==> config.mk <==
export PLATFORM = sky130hd
export DESIGN_NAME = multi_input_conditioner
export DESIGN_NICKNAME = d
export VERILOG_FILES = /design/src/rtl/multi_input_conditioner_pkg.sv /design/src/rtl/multi_input_conditioner_channel.sv /design/src/rtl/multi_input_conditioner.sv
export SDC_FILE = /design/constraint.sdc
export NUM_CORES = 1
export LEC_CHECK = 0
export ABC_AREA = 0
export BUFFER_PORTS_ARGS = -buffer_cell sky130_fd_sc_hd__buf_2
export CAP_MARGIN = 0
export CELL_PAD_IN_SITES_DETAIL_PLACEMENT = 0
export CELL_PAD_IN_SITES_GLOBAL_PLACEMENT = 1
export CORE_MARGIN = 2
export CORE_UTILIZATION = 43
export DETAILED_ROUTE_END_ITERATION = 8
export PLACE_DENSITY_LB_ADDON = 0.1
export SLEW_MARGIN = 20
export SYNTH_ARGS = -nofsm -noshare
export SYNTH_HDL_FRONTEND = slang
export SYNTH_SLANG_ARGS = --single-unit
export TNS_END_PERCENT = 50
==> constraint.sdc <==
create_clock -name clk -period 1.6 [get_ports clk]
set_clock_uncertainty 0.05 [all_clocks]
set_input_delay 0.24 -clock clk [delete_from_list [all_inputs] [get_ports clk]]
set_output_delay 0.24 -clock clk [all_outputs]
set_load 0.1 [all_outputs]
==> src/rtl/multi_input_conditioner_pkg.sv <==
// Shared defaults and helpers for the multi-channel input conditioner.
package ic_pkg;

   localparam int DEF_CHANNELS    = 4;
   localparam int DEF_SYNC_STAGES = 2;
   localparam int DEF_WAIT_TIME   = 3;

   // Width of a counter that must reach wait_time; never narrower than one bit.
   function automatic int counter_width(input int wait_time);
      if (wait_time < 1) begin
         return 1;
      end else begin
         return $clog2(wait_time + 1);
      end
   endfunction

endpackage

==> src/rtl/multi_input_conditioner_channel.sv <==
// One conditioner lane: pin synchroniser, stability counter, debounced level
// and single-cycle edge pulses.
module conditioner_channel
   import ic_pkg::*;
#(
   parameter int   SYNC_STAGES = DEF_SYNC_STAGES,
   parameter int   WAIT_TIME   = DEF_WAIT_TIME,
   parameter logic RESET_LEVEL = 1'b0
) (
   input  logic clk,
   input  logic reset,
   input  logic enable,
   input  logic noisysignal,
   output logic conditioned,
   output logic positiveedge,
   output logic negativeedge
);

   localparam int CW = counter_width(WAIT_TIME);

   logic [SYNC_STAGES-1:0] sync_chain;
   logic                   synced;
   logic [CW-1:0]          count;

   assign synced = sync_chain[SYNC_STAGES-1];

   // Synchroniser chain; keeps running while the lane is disabled so the
   // level is current when debouncing resumes.
   always_ff @(posedge clk) begin
      if (reset) begin
         sync_chain <= {SYNC_STAGES{RESET_LEVEL}};
      end else begin
         sync_chain <= {sync_chain[SYNC_STAGES-2:0], noisysignal};
      end
   end

   // Debounce: accept the synced level only after WAIT_TIME+1 consecutive
   // enabled mismatch cycles; pulses default low so each lasts one cycle.
   always_ff @(posedge clk) begin
      if (reset) begin
         conditioned  <= RESET_LEVEL;
         count        <= {CW{1'b0}};
         positiveedge <= 1'b0;
         negativeedge <= 1'b0;
      end else begin
         positiveedge <= 1'b0;
         negativeedge <= 1'b0;
         if (!enable) begin
            count <= {CW{1'b0}};
         end else if (synced == conditioned) begin
            count <= {CW{1'b0}};
         end else if (count == CW'(WAIT_TIME)) begin
            conditioned  <= synced;
            count        <= {CW{1'b0}};
            positiveedge <= synced;
            negativeedge <= ~synced;
         end else begin
            count <= count + CW'(1);
         end
      end
   end

endmodule

==> src/rtl/multi_input_conditioner.sv <==
// Multi-channel input conditioner: independent lanes plus aggregate edge flags.
module multi_input_conditioner
   import ic_pkg::*;
#(
   parameter int   CHANNELS    = DEF_CHANNELS,
   parameter int   SYNC_STAGES = DEF_SYNC_STAGES,
   parameter int   WAIT_TIME   = DEF_WAIT_TIME,
   parameter logic RESET_LEVEL = 1'b0
) (
   input  logic                clk,
   input  logic                reset,
   input  logic [CHANNELS-1:0] enable,
   input  logic [CHANNELS-1:0] noisysignal,
   output logic [CHANNELS-1:0] conditioned,
   output logic [CHANNELS-1:0] positiveedge,
   output logic [CHANNELS-1:0] negativeedge,
   output logic                any_positiveedge,
   output logic                any_negativeedge
);

   for (genvar ch = 0; ch < CHANNELS; ch++) begin : g_lane
      conditioner_channel #(
         .SYNC_STAGES (SYNC_STAGES),
         .WAIT_TIME   (WAIT_TIME),
         .RESET_LEVEL (RESET_LEVEL)
      ) u_lane (
         .clk          (clk),
         .reset        (reset),
         .enable       (enable[ch]),
         .noisysignal  (noisysignal[ch]),
         .conditioned  (conditioned[ch]),
         .positiveedge (positiveedge[ch]),
         .negativeedge (negativeedge[ch])
      );
   end

   // Pulse vectors are registered, so these reductions cannot glitch.
   assign any_positiveedge = |positiveedge;
   assign any_negativeedge = |negativeedge;

endmodule

# [Word level (Yosys, flattened, before mapping)]
# Cells that the tools add are included.
[word_totals] inputBits=10 output_inout_bits=14 reg_bits=28
[op_classes] n_eq_ne=8 n_bitwise=16 reduce_logical=14 n_addsub=4
[ops] operator="$reduce_or A4 Y1" count=10
[ops] operator="$not A1 Y1" count=16
[ops] operator="$reduce_and A3 Y1" count=4
[ops] operator="$add A2 B1 Y2 const B" count=4
[ops] operator="$eq A2 B2 Y1 const B" count=4
[ops] operator="$eq A1 B1 Y1" count=4

# [Depth between registers and ports, before layout]
[logic_depth] word_depth=3 ltp_mapped=3 mapped_depth_nobuf=3

# [Cells and area by module]
# From an unflattened synthesis, not the netlist that was laid out.
[unflattened] hier_cells=82 area_unflattened_um2=991.0
[modules_own_cells] mod="conditioner_channel" cells_each=20 area_per_inst_um2=244.0 seq_area_each_um2=140.1 n_inst=4
[modules_own_cells] mod="multi_input_conditioner" cells_each=2 area_per_inst_um2=15.0 seq_area_each_um2=0.0 n_inst=1

# [Worst setup path after synthesis]
# No wires, ideal clock.
[synth_path] path_kind="reg-to-output" startpoint="reg g_lane[1].u_lane.negativeedge" endpoint="out any_negativeedge" path_slack_ns=0.064 arrival_ns=1.246 stages_incl_launch_ff=2 required_ns=1.310 cell_sequence="dfxtp_1 -> or4_1"
[synth_between] elab_chain_len=1
[synth_rtl] item="start, declared" line_no="multi_input_conditioner_channel.sv:16" source="output logic negativeedge"
[synth_rtl] item="start signal, assigned" line_no="multi_input_conditioner_channel.sv:56" source="negativeedge <= ~synced;"
[synth_rtl] item="$reduce_or A4 Y1" line_no="multi_input_conditioner.sv:39" source="assign any_negativeedge = |negativeedge;"
[synth_rtl] item="end, declared" line_no="multi_input_conditioner.sv:18" source="output logic any_negativeedge"
# Every way passes these cells.

# [Worst setup path after layout]
# Same ends and word-level chain as after synthesis.

==> flow_summary.toml <==
[run_status]
outcome = "finished with violations"
failed_checks = "setup timing"

[power]
total_leakage_power_nw = 0.488
ir_worst_vdd_mv = 0.607
totalPowerFinal_mw = 1.09
p_per_area_nw_per_um2 = 894

[sta]
worst_pin_slew_ns = 0.494
slew_viol_final = 0
final_hold_viol_count = 0
rsz0062_at_grt = "yes"
post-route-period-util = 1.05
fin_crit_ns = 1.68
setup_violations = 2
fmax_mhz = 596
setup_slack_ns = -0.0779
maxSlewHeadroom = 0.673

[critical_path]
worstPathArrival_ns = 1.39
crit_path_end_kind = "output port"
startpoint_type = "flip-flop"
r2r_cells = 3
required_ns = 1.31
r2r_slack_ns = 0.48
criticalPathCategory = "reg -> out"
crit_fanout = 2

[clocking]
cts_tree = "done"
clock_latency_ns = 0.32
cts_max_level = 1
cts_max_path_buffers = 2
post_cts_resized = 7
cts_made_buffers = 3
postCtsSetupRepairBufs = 0
cts.sinks = 28
cts-root-buf = "clkbuf_4"
holdBufCountCts = 0
clk_pin_slew_worst_paths_ns = 0.14

[placed_design]
dp_hpwl_um = 1150
dp.cells = 135
portBuffers = 23
gp_congestion = 0.706

[layout]
final_cell_mix = "dfxtp_1, buf_2, nor2b_1, nor3b_1"
n_antenna_cell = 0
drive_gt1_frac = 0.339
nets = 124
syn_to_final_growth_pct = 11.1
fin_util = 0.496
final_common_cell = "dfxtp_1"
fin_cells = 139

[synth]
synthAdderAreaFrac = 0.0457
synth_compound_area_frac = 0.0548
synthSimpleGateAreaFrac = 0.260
synthXorXnorAreaFrac = 0.0320
synth_seq_area_share = 0.511
syn_inst = 96
muxShareOfSynthArea = 0
syn_area_sq_um = 1100
yosysWarnings = 0
synth-seq-cells = 28
synth_area_per_cell_sq_um = 11.4
syn_nets = 110
synth_top_family_by_area = "simple AND/OR/NAND/NOR gates"
ys_types = 16

[hold_path]
hp-class = "in -> reg"
hold-path-cell-count = 2

[detailed_routing]
drt-total-wl_um = 1550
drc = 0
ant_nets = 0
drtIter0Drc = 2
wire_per_inst_um = 11.1
drtPass1Iterations = 2
viasPerCell = 4.75
vias = 660

[floorplan]
die_area_sq_um = 2970
dieHeight_um = 54.5
initial_core_util = 0.446
core_area_sq_um = 2450
die_w_um = 54.5
core.rowCount = 18
num_io_pins = 24

[global_routing]
grt.total_usage = 0.123
grt_pass1_wl_um = 2540
overflow = 0
grt_pass1_vias = 601
grt_max_degree = 21
antenna_found_initial = 0

[flow_run]
maxCapViolCount = 0
==> sequential cells by signal, indices dropped and copies added, names as in the netlist <==
| register | cells |
|---|---|
| g_lane.u_lane.conditioned | 4 |
| g_lane.u_lane.positiveedge | 4 |
| g_lane.u_lane.negativeedge | 4 |
| g_lane.u_lane.sync_chain | 8 |
| g_lane.u_lane.count | 8 |
==> final timing paths <==
kind | start | to
worst min-delay path | noisysignal[2] | g_lane[2].u_lane.sync_chain[0]
worst min register to register | g_lane[0].u_lane.count[0] | g_lane[0].u_lane.count[0]
worst max-delay path | g_lane[1].u_lane.negativeedge | any_negativeedge
worst max register to register | g_lane[0].u_lane.count[0] | g_lane[0].u_lane.negativeedge
==> layer usage <==
metal  global-route usage  up-vias  part of all wire  wire, um
li1                     -      348                 -         -
met1                0.154      297              0.48       742
met2                0.191       13              0.46       711
met3               0.0273        2             0.051        79
met4               0.0750        0            0.0097        15
met5                    0        -                 0         0
==> synthesized netlist by cell type (all sizes together) <==
| cell type | n | share of area |
|---|---|---|
| dfxtp | 28 | 0.51 |
| a21oi | 4 | 0.018 |
| a21bo | 4 | 0.037 |
| nand3 | 4 | 0.018 |
| nand2b | 4 | 0.023 |
| buf | 13 | 0.092 |
| nor2b | 8 | 0.046 |
| ha | 4 | 0.046 |
| xnor2 | 4 | 0.032 |
| nor3b | 8 | 0.055 |
| clkbuf | 1 | 0.0034 |
| nor4 | 4 | 0.023 |
| or4 | 2 | 0.014 |
| nand3b | 4 | 0.027 |
| nor4b | 4 | 0.055 |
==> metrics by stage <==
stage | area [sq um] | setup slack [ns] | hold slack, ns | TNS [ns]
5_1_grt | 1220 | -0.124 | 0.0791 | -0.239
4_1_cts | 1200 | -0.0896 | 0.0592 | -0.174
3_5_place_dp | 1140 | 0.202 | 0.374 | 0
6_report | 1220 | -0.0779 | 0.0694 | -0.146
3_3_place_gp | 1140 | 0.212 | 0.365 | 0
2_1_floorplan | 1100 | 0.0644 | 0.318 | 0
==> final cells by class <==
cell class / instances / area [sq um]
Multi-Input combinational cell: 54 / 438
Clock buffer: 4 / 36.3
Fill cell: 255 / 1240
Timing Repair Buffer: 23 / 145
Tap cell: 30 / 37.5
Sequential cell: 28 / 561
==> critical path: stages (launching register included) <==
cell,delay (ns)
dfxtp_1,0.34
or4_4,0.55
buf_12,0.18
==> report_power, final <==
| part | total (mW) | internal [mW] | switching (mW) |
|---|---|---|---|
| Sequential | 0.714 | 0.708 | 0.00588 |
| Combinational | 0.0427 | 0.0218 | 0.0209 |
| Clock | 0.331 | 0.139 | 0.192 |
==> logic make-up (layout without fill, tap and decap cells) <==
| kind of cell | Yosys count | count (layout) |
|---|---|---|
| simple gates | 38 | 38 |
| flops | 28 | 28 |
| buf+inv | 14 | 27 |
| compound gates | 8 | 8 |
| fa+ha+maj | 4 | 4 |
| xor+xnor | 4 | 4 |
Note: power is estimated with default switching activity, not from simulation.
